--- src/rtl/tri_span_gen.sv ---
// -----------------------------------------------------------------------------
// tri_span_gen
//   Triangle scan-converter driving a z-buffered span filler over the
//   req_2/ack_2 handshake. Three vertices are latched, stably sorted by y,
//   and the long (s0->s2) and short (s0->s1, then s1->s2) edges are walked
//   one scanline at a time with integer error accumulators for x and z.
//   One span {long edge, short edge} is requested per scanline.
//
//   Optional feature macro: CULL_DEGENERATE_EN
//     defined   : triangles with all three y equal or all three x equal are
//                 acknowledged and finished without issuing any span.
//     undefined : degenerate triangles are walked like any other.
// -----------------------------------------------------------------------------
module tri_span_gen #(
    parameter int COORD_W       = 8,
    parameter int ACK_TO_CYCLES = 1024
) (
    input  logic                   clk,
    input  logic                   rst,
    input  logic                   tri_req,
    output logic                   tri_ack,
    input  logic [3*COORD_W-1:0]   v0,
    input  logic [3*COORD_W-1:0]   v1,
    input  logic [3*COORD_W-1:0]   v2,
    output logic                   tri_done,
    output logic                   busy,
    output logic                   err,
    output logic                   req_2,
    input  logic                   ack_2,
    output logic [3*COORD_W-1:0]   point_out_a,
    output logic [3*COORD_W-1:0]   point_out_b
);

    localparam int PW   = 3 * COORD_W;
    localparam int WD_W = (ACK_TO_CYCLES > 1) ? $clog2(ACK_TO_CYCLES) : 1;
    localparam logic [WD_W-1:0] WD_LAST = (ACK_TO_CYCLES > 0) ? WD_W'(ACK_TO_CYCLES - 1) : '0;

    typedef logic [PW-1:0]      point_t;
    typedef logic [COORD_W-1:0] coord_t;
    typedef logic [COORD_W:0]   acc_t;

    typedef enum logic [2:0] {
        S_IDLE, S_SORT, S_SETUP, S_EMIT_REQ, S_EMIT_WAIT, S_STEP, S_DONE
    } state_t;

    // One edge walker: current x/z, magnitudes, step directions, error terms.
    typedef struct packed {
        coord_t x;
        coord_t z;
        coord_t dy;
        coord_t dx;
        coord_t dz;
        logic   neg_x;
        logic   neg_z;
        acc_t   acc_x;
        acc_t   acc_z;
    } edge_t;

    function automatic coord_t px(input point_t p);
        return p[PW-1:2*COORD_W];
    endfunction

    function automatic coord_t py(input point_t p);
        return p[2*COORD_W-1:COORD_W];
    endfunction

    function automatic coord_t pz(input point_t p);
        return p[COORD_W-1:0];
    endfunction

    function automatic edge_t make_edge(input point_t ps, input point_t pe);
        edge_t e;
        e       = '0;
        e.x     = px(ps);
        e.z     = pz(ps);
        e.dy    = py(pe) - py(ps);
        e.neg_x = px(pe) < px(ps);
        e.neg_z = pz(pe) < pz(ps);
        e.dx    = e.neg_x ? (px(ps) - px(pe)) : (px(pe) - px(ps));
        e.dz    = e.neg_z ? (pz(ps) - pz(pe)) : (pz(pe) - pz(ps));
        return e;
    endfunction

    // Add one scanline's worth of error; a zero-height edge never moves.
    function automatic edge_t accumulate(input edge_t e);
        edge_t r;
        r = e;
        if (e.dy != '0) begin
            r.acc_x = e.acc_x + {1'b0, e.dx};
            r.acc_z = e.acc_z + {1'b0, e.dz};
        end
        return r;
    endfunction

    function automatic logic x_due(input edge_t e);
        return (e.dy != '0) && (e.acc_x >= {1'b0, e.dy});
    endfunction

    function automatic logic z_due(input edge_t e);
        return (e.dy != '0) && (e.acc_z >= {1'b0, e.dy});
    endfunction

    function automatic edge_t step_edge(input edge_t e);
        edge_t r;
        r = e;
        if (x_due(e)) begin
            r.x     = e.neg_x ? (e.x - coord_t'(1)) : (e.x + coord_t'(1));
            r.acc_x = e.acc_x - {1'b0, e.dy};
        end
        if (z_due(e)) begin
            r.z     = e.neg_z ? (e.z - coord_t'(1)) : (e.z + coord_t'(1));
            r.acc_z = e.acc_z - {1'b0, e.dy};
        end
        return r;
    endfunction

    // ------------------------------------------------------------------
    // Reset synchroniser: assertion is immediate, release is clocked.
    // ------------------------------------------------------------------
    logic [1:0] rst_sync_q, rst_sync_d;
    logic       rst_int_n;

    // Shift ones in behind the release of rst.
    always_comb rst_sync_d = {rst_sync_q[0], 1'b1};

    // Two-stage release register.
    always_ff @(posedge clk or negedge rst) begin
        // NOTE: sequential state uses non-blocking assignments so every flop samples pre-edge values.
        if (!rst) rst_sync_q <= 2'b00;
        else      rst_sync_q <= rst_sync_d;
    end

    assign rst_int_n = rst_sync_q[1];

    // ------------------------------------------------------------------
    // State
    // ------------------------------------------------------------------
    state_t     state_q, state_d;
    point_t     vtx_q [3];
    point_t     vtx_d [3];
    point_t     srt_q [3];
    point_t     srt_d [3];
    edge_t      long_q, long_d;
    edge_t      short_q, short_d;
    logic       short_upper_q, short_upper_d;
    coord_t     y_q, y_d;
    logic [WD_W-1:0] wd_q, wd_d;
    logic       tri_ack_q, tri_ack_d;
    logic       tri_done_q, tri_done_d;
    logic       busy_q, busy_d;
    logic       err_q, err_d;
    logic       req_2_q, req_2_d;

    point_t     sorted [3];
    logic [1:0] rank [3];
    coord_t     y_next;
    logic       cull;

    // Stable rank by y: earlier inputs win ties.
    always_comb begin
        // NOTE: every combinational output gets a value before any branch so no latch is inferred.
        for (int i = 0; i < 3; i++) begin
            rank[i] = 2'd0;
            for (int j = 0; j < 3; j++) begin
                if ((py(vtx_q[j]) < py(vtx_q[i])) ||
                    ((py(vtx_q[j]) == py(vtx_q[i])) && (j < i))) begin
                    rank[i] = rank[i] + 2'd1;
                end
            end
        end
        for (int i = 0; i < 3; i++) sorted[i] = '0;
        for (int i = 0; i < 3; i++) sorted[rank[i]] = vtx_q[i];
    end

`ifdef CULL_DEGENERATE_EN
    assign cull = ((py(vtx_q[0]) == py(vtx_q[1])) && (py(vtx_q[1]) == py(vtx_q[2]))) ||
                  ((px(vtx_q[0]) == px(vtx_q[1])) && (px(vtx_q[1]) == px(vtx_q[2])));
`else
    assign cull = 1'b0;
`endif

    assign y_next = y_q + coord_t'(1);

    // Next-state, edge walking and handshake control.
    always_comb begin
        state_d       = state_q;
        vtx_d         = vtx_q;
        srt_d         = srt_q;
        long_d        = long_q;
        short_d       = short_q;
        short_upper_d = short_upper_q;
        y_d           = y_q;
        wd_d          = wd_q;
        tri_ack_d     = 1'b0;
        tri_done_d    = 1'b0;
        busy_d        = busy_q;
        err_d         = err_q;
        req_2_d       = req_2_q;

        case (state_q)
            S_IDLE: begin
                if (tri_req) begin
                    vtx_d     = '{v0, v1, v2};
                    tri_ack_d = 1'b1;
                    busy_d    = 1'b1;
                    err_d     = 1'b0;
                    state_d   = S_SORT;
                end
            end

            S_SORT: begin
                srt_d = sorted;
                if (cull) begin
                    tri_done_d = 1'b1;
                    state_d    = S_DONE;
                end else begin
                    state_d = S_SETUP;
                end
            end

            S_SETUP: begin
                long_d = make_edge(srt_q[0], srt_q[2]);
                if (py(srt_q[0]) == py(srt_q[1])) begin
                    short_d       = make_edge(srt_q[1], srt_q[2]);
                    short_upper_d = 1'b1;
                end else begin
                    short_d       = make_edge(srt_q[0], srt_q[1]);
                    short_upper_d = 1'b0;
                end
                y_d     = py(srt_q[0]);
                wd_d    = '0;
                req_2_d = 1'b1;
                state_d = S_EMIT_REQ;
            end

            S_EMIT_REQ: begin
                if (ack_2) begin
                    req_2_d = 1'b0;
                    state_d = S_EMIT_WAIT;
                end else if ((ACK_TO_CYCLES > 0) && (wd_q == WD_LAST)) begin
                    req_2_d    = 1'b0;
                    err_d      = 1'b1;
                    tri_done_d = 1'b1;
                    state_d    = S_DONE;
                end else begin
                    wd_d = wd_q + WD_W'(1);
                end
            end

            S_EMIT_WAIT: begin
                if (!ack_2) begin
                    if (y_q == py(srt_q[2])) begin
                        tri_done_d = 1'b1;
                        state_d    = S_DONE;
                    end else begin
                        y_d    = y_next;
                        long_d = accumulate(long_q);
                        if (!short_upper_q && (y_next == py(srt_q[1]))) begin
                            short_d       = make_edge(srt_q[1], srt_q[2]);
                            short_upper_d = 1'b1;
                        end else begin
                            short_d = accumulate(short_q);
                        end
                        state_d = S_STEP;
                    end
                end
            end

            S_STEP: begin
                if (x_due(long_q) || z_due(long_q) || x_due(short_q) || z_due(short_q)) begin
                    long_d  = step_edge(long_q);
                    short_d = step_edge(short_q);
                end else begin
                    wd_d    = '0;
                    req_2_d = 1'b1;
                    state_d = S_EMIT_REQ;
                end
            end

            S_DONE: begin
                busy_d  = 1'b0;
                state_d = S_IDLE;
            end

            default: state_d = S_IDLE;
        endcase
    end

    // Vertex holding registers.
    always_ff @(posedge clk) begin
        // NOTE: vertex holding registers carry no reset; they are always written before being read.
        vtx_q <= vtx_d;
        srt_q <= srt_d;
    end

    // Control and edge-walker registers.
    always_ff @(posedge clk or negedge rst_int_n) begin
        if (!rst_int_n) begin
            state_q       <= S_IDLE;
            long_q        <= '0;
            short_q       <= '0;
            short_upper_q <= 1'b0;
            y_q           <= '0;
            wd_q          <= '0;
            tri_ack_q     <= 1'b0;
            tri_done_q    <= 1'b0;
            busy_q        <= 1'b0;
            err_q         <= 1'b0;
            req_2_q       <= 1'b0;
        end else begin
            state_q       <= state_d;
            long_q        <= long_d;
            short_q       <= short_d;
            short_upper_q <= short_upper_d;
            y_q           <= y_d;
            wd_q          <= wd_d;
            tri_ack_q     <= tri_ack_d;
            tri_done_q    <= tri_done_d;
            busy_q        <= busy_d;
            err_q         <= err_d;
            req_2_q       <= req_2_d;
        end
    end

    assign tri_ack     = tri_ack_q;
    assign tri_done    = tri_done_q;
    assign busy        = busy_q;
    assign err         = err_q;
    assign req_2       = req_2_q;
    assign point_out_a = {long_q.x, y_q, long_q.z};
    assign point_out_b = {short_q.x, y_q, short_q.z};

endmodule

--- config.mk ---
export PLATFORM = sky130hd
export DESIGN_NAME = tri_span_gen
export DESIGN_NICKNAME = d
export VERILOG_FILES = /design/src/rtl/tri_span_gen.sv
export SDC_FILE = /design/constraint.sdc
export NUM_CORES = 1
export LEC_CHECK = 0
export ABC_AREA = 1
export CAP_MARGIN = 40
export CORE_MARGIN = 2
export CORE_UTILIZATION = 38
export DETAILED_ROUTE_END_ITERATION = 8
export PLACE_DENSITY_LB_ADDON = 0.15
export SYNTH_ARGS = -nofsm -noshare
export SYNTH_HDL_FRONTEND = slang
export SYNTH_SLANG_ARGS = --single-unit
--- constraint.sdc ---
create_clock -name clk -period 5.5 [get_ports clk]
set_input_delay 0.825 -clock clk [delete_from_list [all_inputs] [get_ports clk]]
set_output_delay 0.825 -clock clk [all_outputs]
set_load 0.01 [all_outputs]
==> results.json <==
{
  "routed_wl_mm": 73.6,
  "via_count": 21600,
  "hold-path-endpoint": "rst_sync_q[1]",
  "final_hold_viol_count": 0,
  "globalplace.congestion": 0.930,
  "fin_skew_ps": 29.3,
  "routedWlPerCell_um": 17.8,
  "drtIter0Drc": 1606,
  "post_cts_buffers": 0,
  "core_um2": 62900,
  "io_pins": 129,
  "antenna_found_initial": 0,
  "setup_viol": 0,
  "synth_compound_area_frac": 0.145,
  "grt_max_degree": 148,
  "fin_setup_tns_ps": 0,
  "crit_type": "register to register",
  "synth_nets": 3541,
  "rows": 92,
  "drive_gt1_frac": 0.0457,
  "ant_nets": 0,
  "die_x_um": 256,
  "status": "complete, no violations",
  "cts.sinks": 293,
  "grt_usage": 0.221,
  "fin_crit_sh": 0.666,
  "clock.fmax_mhz": 273,
  "start_util": 0.383,
  "synth.avg_cell_area_um2": 7.50,
  "drc_errors": 0,
  "worst_setup_path_start_kind": "register",
  "grt_first_pass_wirelength_mm": 116,
  "min_path_cells": 0,
  "slew_viol_final": 0,
  "slew_headroom": 0.376,
  "root_buffer": "clkbuf_16",
  "cts_tree": "done",
  "synthFlopType": "dfrtp_1",
  "grt_remaining_overflow": 0,
  "clk_latency_ps": 580,
  "synth_edf_count": 144,
  "tightest_slew_ps": 937,
  "arrival_ps": 4150,
  "cts_buffers": 38,
  "synth_top_family_by_area": "simple AND/OR/NAND/NOR gates",
  "synth.largest_area_cell": "edfxtp_1",
  "rr_startpoint": "state_q[2]",
  "yosys.area_share.xor_xnor": 0.0328,
  "yosysUniqueCellTypes": 54,
  "syn_inst": 3207,
  "async_flop_share": 0.509,
  "synthMuxAreaShare": 0.00125,
  "routed_via_density": 5.23,
  "required_ps": 5990,
  "firstDrtPassIters": 5,
  "worstPathMaxFanout": 30,
  "synthSimpleGateAreaFrac": 0.254,
  "r2r_cells": 13,
  "ys_ff_latch": 293,
  "ctsHoldBuffers": 0,
  "grt_pass1_vias": 20800,
  "cts_resized": 0,
  "period_minus_slack_ps": 3660,
  "seq_area_frac_synth": 0.335,
  "hold_start": "rst_sync_q[0]",
  "syn-cell-area_um2": 24100,
  "die-area_um2": 65300,
  "dpl.hpwl_mm": 56.9,
  "die_h_um": 256,
  "clock_path_buffers": 3,
  "synth_fa_ha_area_frac": 0.143,
  "portBuffers": 128,
  "rsz0062_at_grt": "false",
  "final_nets": 3588,
  "path_clk_slew_ps": 60,
  "critPathCaptureType": "register",
  "synthTopCellsByArea": "edfxtp_1, dfrtp_1, nand2_1, ha_1, inv_1",
  "diodes": 0,
  "r2r_slack_ps": 1840,
  "drv_cap": 0,
  "synth_top_area_frac": 0.180,
  "worst_hold_path_type": "register to register",
  "syn_to_final_growth_pct": 12.6,
  "yosysWarnings": 0,
  "reg2reg_to": "short_q[37]",
  "htree_levels": 2
}
[Yosys cell counts, types with 4 or more instances]
cell type and number:
nor4_1 6, nand2_1 932, or3b_2 4, dfrtp_1 149
inv_1 359, o211ai_1 17, a211oi_1 19, buf_2 16
a22oi_1 16, nor2_1 130, fa_1 27, inv_2 11
nor3_1 26, o21ai_1 14, clkbuf_1 77, a221oi_1 24
xnor2_1 20, ha_1 231, a31oi_1 16, o22ai_1 14
nand3b_1 20, o21ai_0 219, nand2_2 5, xor2_1 70
buf_1 5, a21o_1 12, a21oi_1 237, o21bai_1 18
o21a_1 7, edfxtp_1 144, nor2_2 7, buf_4 44
or2_2 18, nand3_1 207, nand4_1 53
[routing by layer]
layer | track usage | share of wire
met1 | 0.310 | 0.47
met2 | 0.361 | 0.45
met3 | 0.0269 | 0.049
met4 | 0.0547 | 0.022
met5 | 0 | 0
[layout make-up]
cell class	instances	area, um2
tap	846	1060
timing repair buffer	152	1510
clock inverter	17	105
sequential	293	8060
fill	6368	35800
inverter	371	1390
multi-input combinational	2398	13900
clock buffer	48	1080
[worst max path at each step]
stage	startpoint	to	slack (ps)
floorplan	tri_req	err	850
global placement	state_q[2]	short_q[37]	1920
detailed placement	state_q[2]	short_q[37]	1890
CTS	state_q[2]	short_q[37]	1880
global route	y_q[0]	short_q[37]	1540
finish	state_q[2]	short_q[37]	1840
[metrics by stage]
| step | cell area [um2] | util | hold WS (ps) | instances | setup WS [ps] |
|---|---|---|---|---|---|
| finish | 27100 | 0.431 | 347 | 4125 | 1840 |
| global placement | 25800 | 0.411 | 341 | 4057 | 1920 |
| CTS | 27100 | 0.431 | 351 | 4125 | 1880 |
| floorplan | 24100 | - | 331 | 3207 | 846 |
| detailed placement | 25900 | 0.412 | 340 | 4060 | 1890 |
| global route | 27100 | 0.431 | 364 | 4125 | 1540 |
[state kept, by name, summed over array words and instances, names as in the netlist]
signal         count
err                1
long_q            44
short_q           44
tri_ack            1
vtx_q             72
wd_q              10
tri_done           1
y_q                8
short_upper_q      1
point_out_b       16
point_out_a       16
req_2              1
state_q            3
srt_q             72
busy               1
rst_sync_q         2
[worst max-delay path: stages, from the launching register on]
cell and delay (ps):
dfrtp_1 480, inv_1 190, nor2_4 50, buf_4 230, inv_2 410, nor2_2 140, inv_1 230, nand3_1 260
inv_1 580, nand2_2 80, buf_4 240, inv_2 390, nand3_1 150, o21ai_0 110
[kinds of logic (layout without fill, tap and decap cells)]
kind of cell	count (synthesis)	after routing
compound gates	621	621
xor+xnor	90	90
fa+ha+maj	258	258
buf+inv	516	588
flops	293	293
mux	3	3
other cells	1	1
simple gates	1425	1425
[placed cells by master (no fill, tap or decap), types with 39 or more instances in the layout]
| cell type | instances |
|---|---|
| a21oi_1 | 237 |
| clkbuf_16 | 39 |
| clkdlybuf4s50_1 | 128 |
| dfrtp_1 | 148 |
| edfxtp_1 | 144 |
| ha_1 | 231 |
| inv_1 | 359 |
| nand2_1 | 932 |
| nand3_1 | 206 |
| nand4_1 | 53 |
| nor2_1 | 127 |
| o21ai_0 | 219 |
| xor2_1 | 70 |
Power is left out: the tool's default activity adds up to more than one toggle a clock period on the data nets, which glitch-free logic cannot reach.
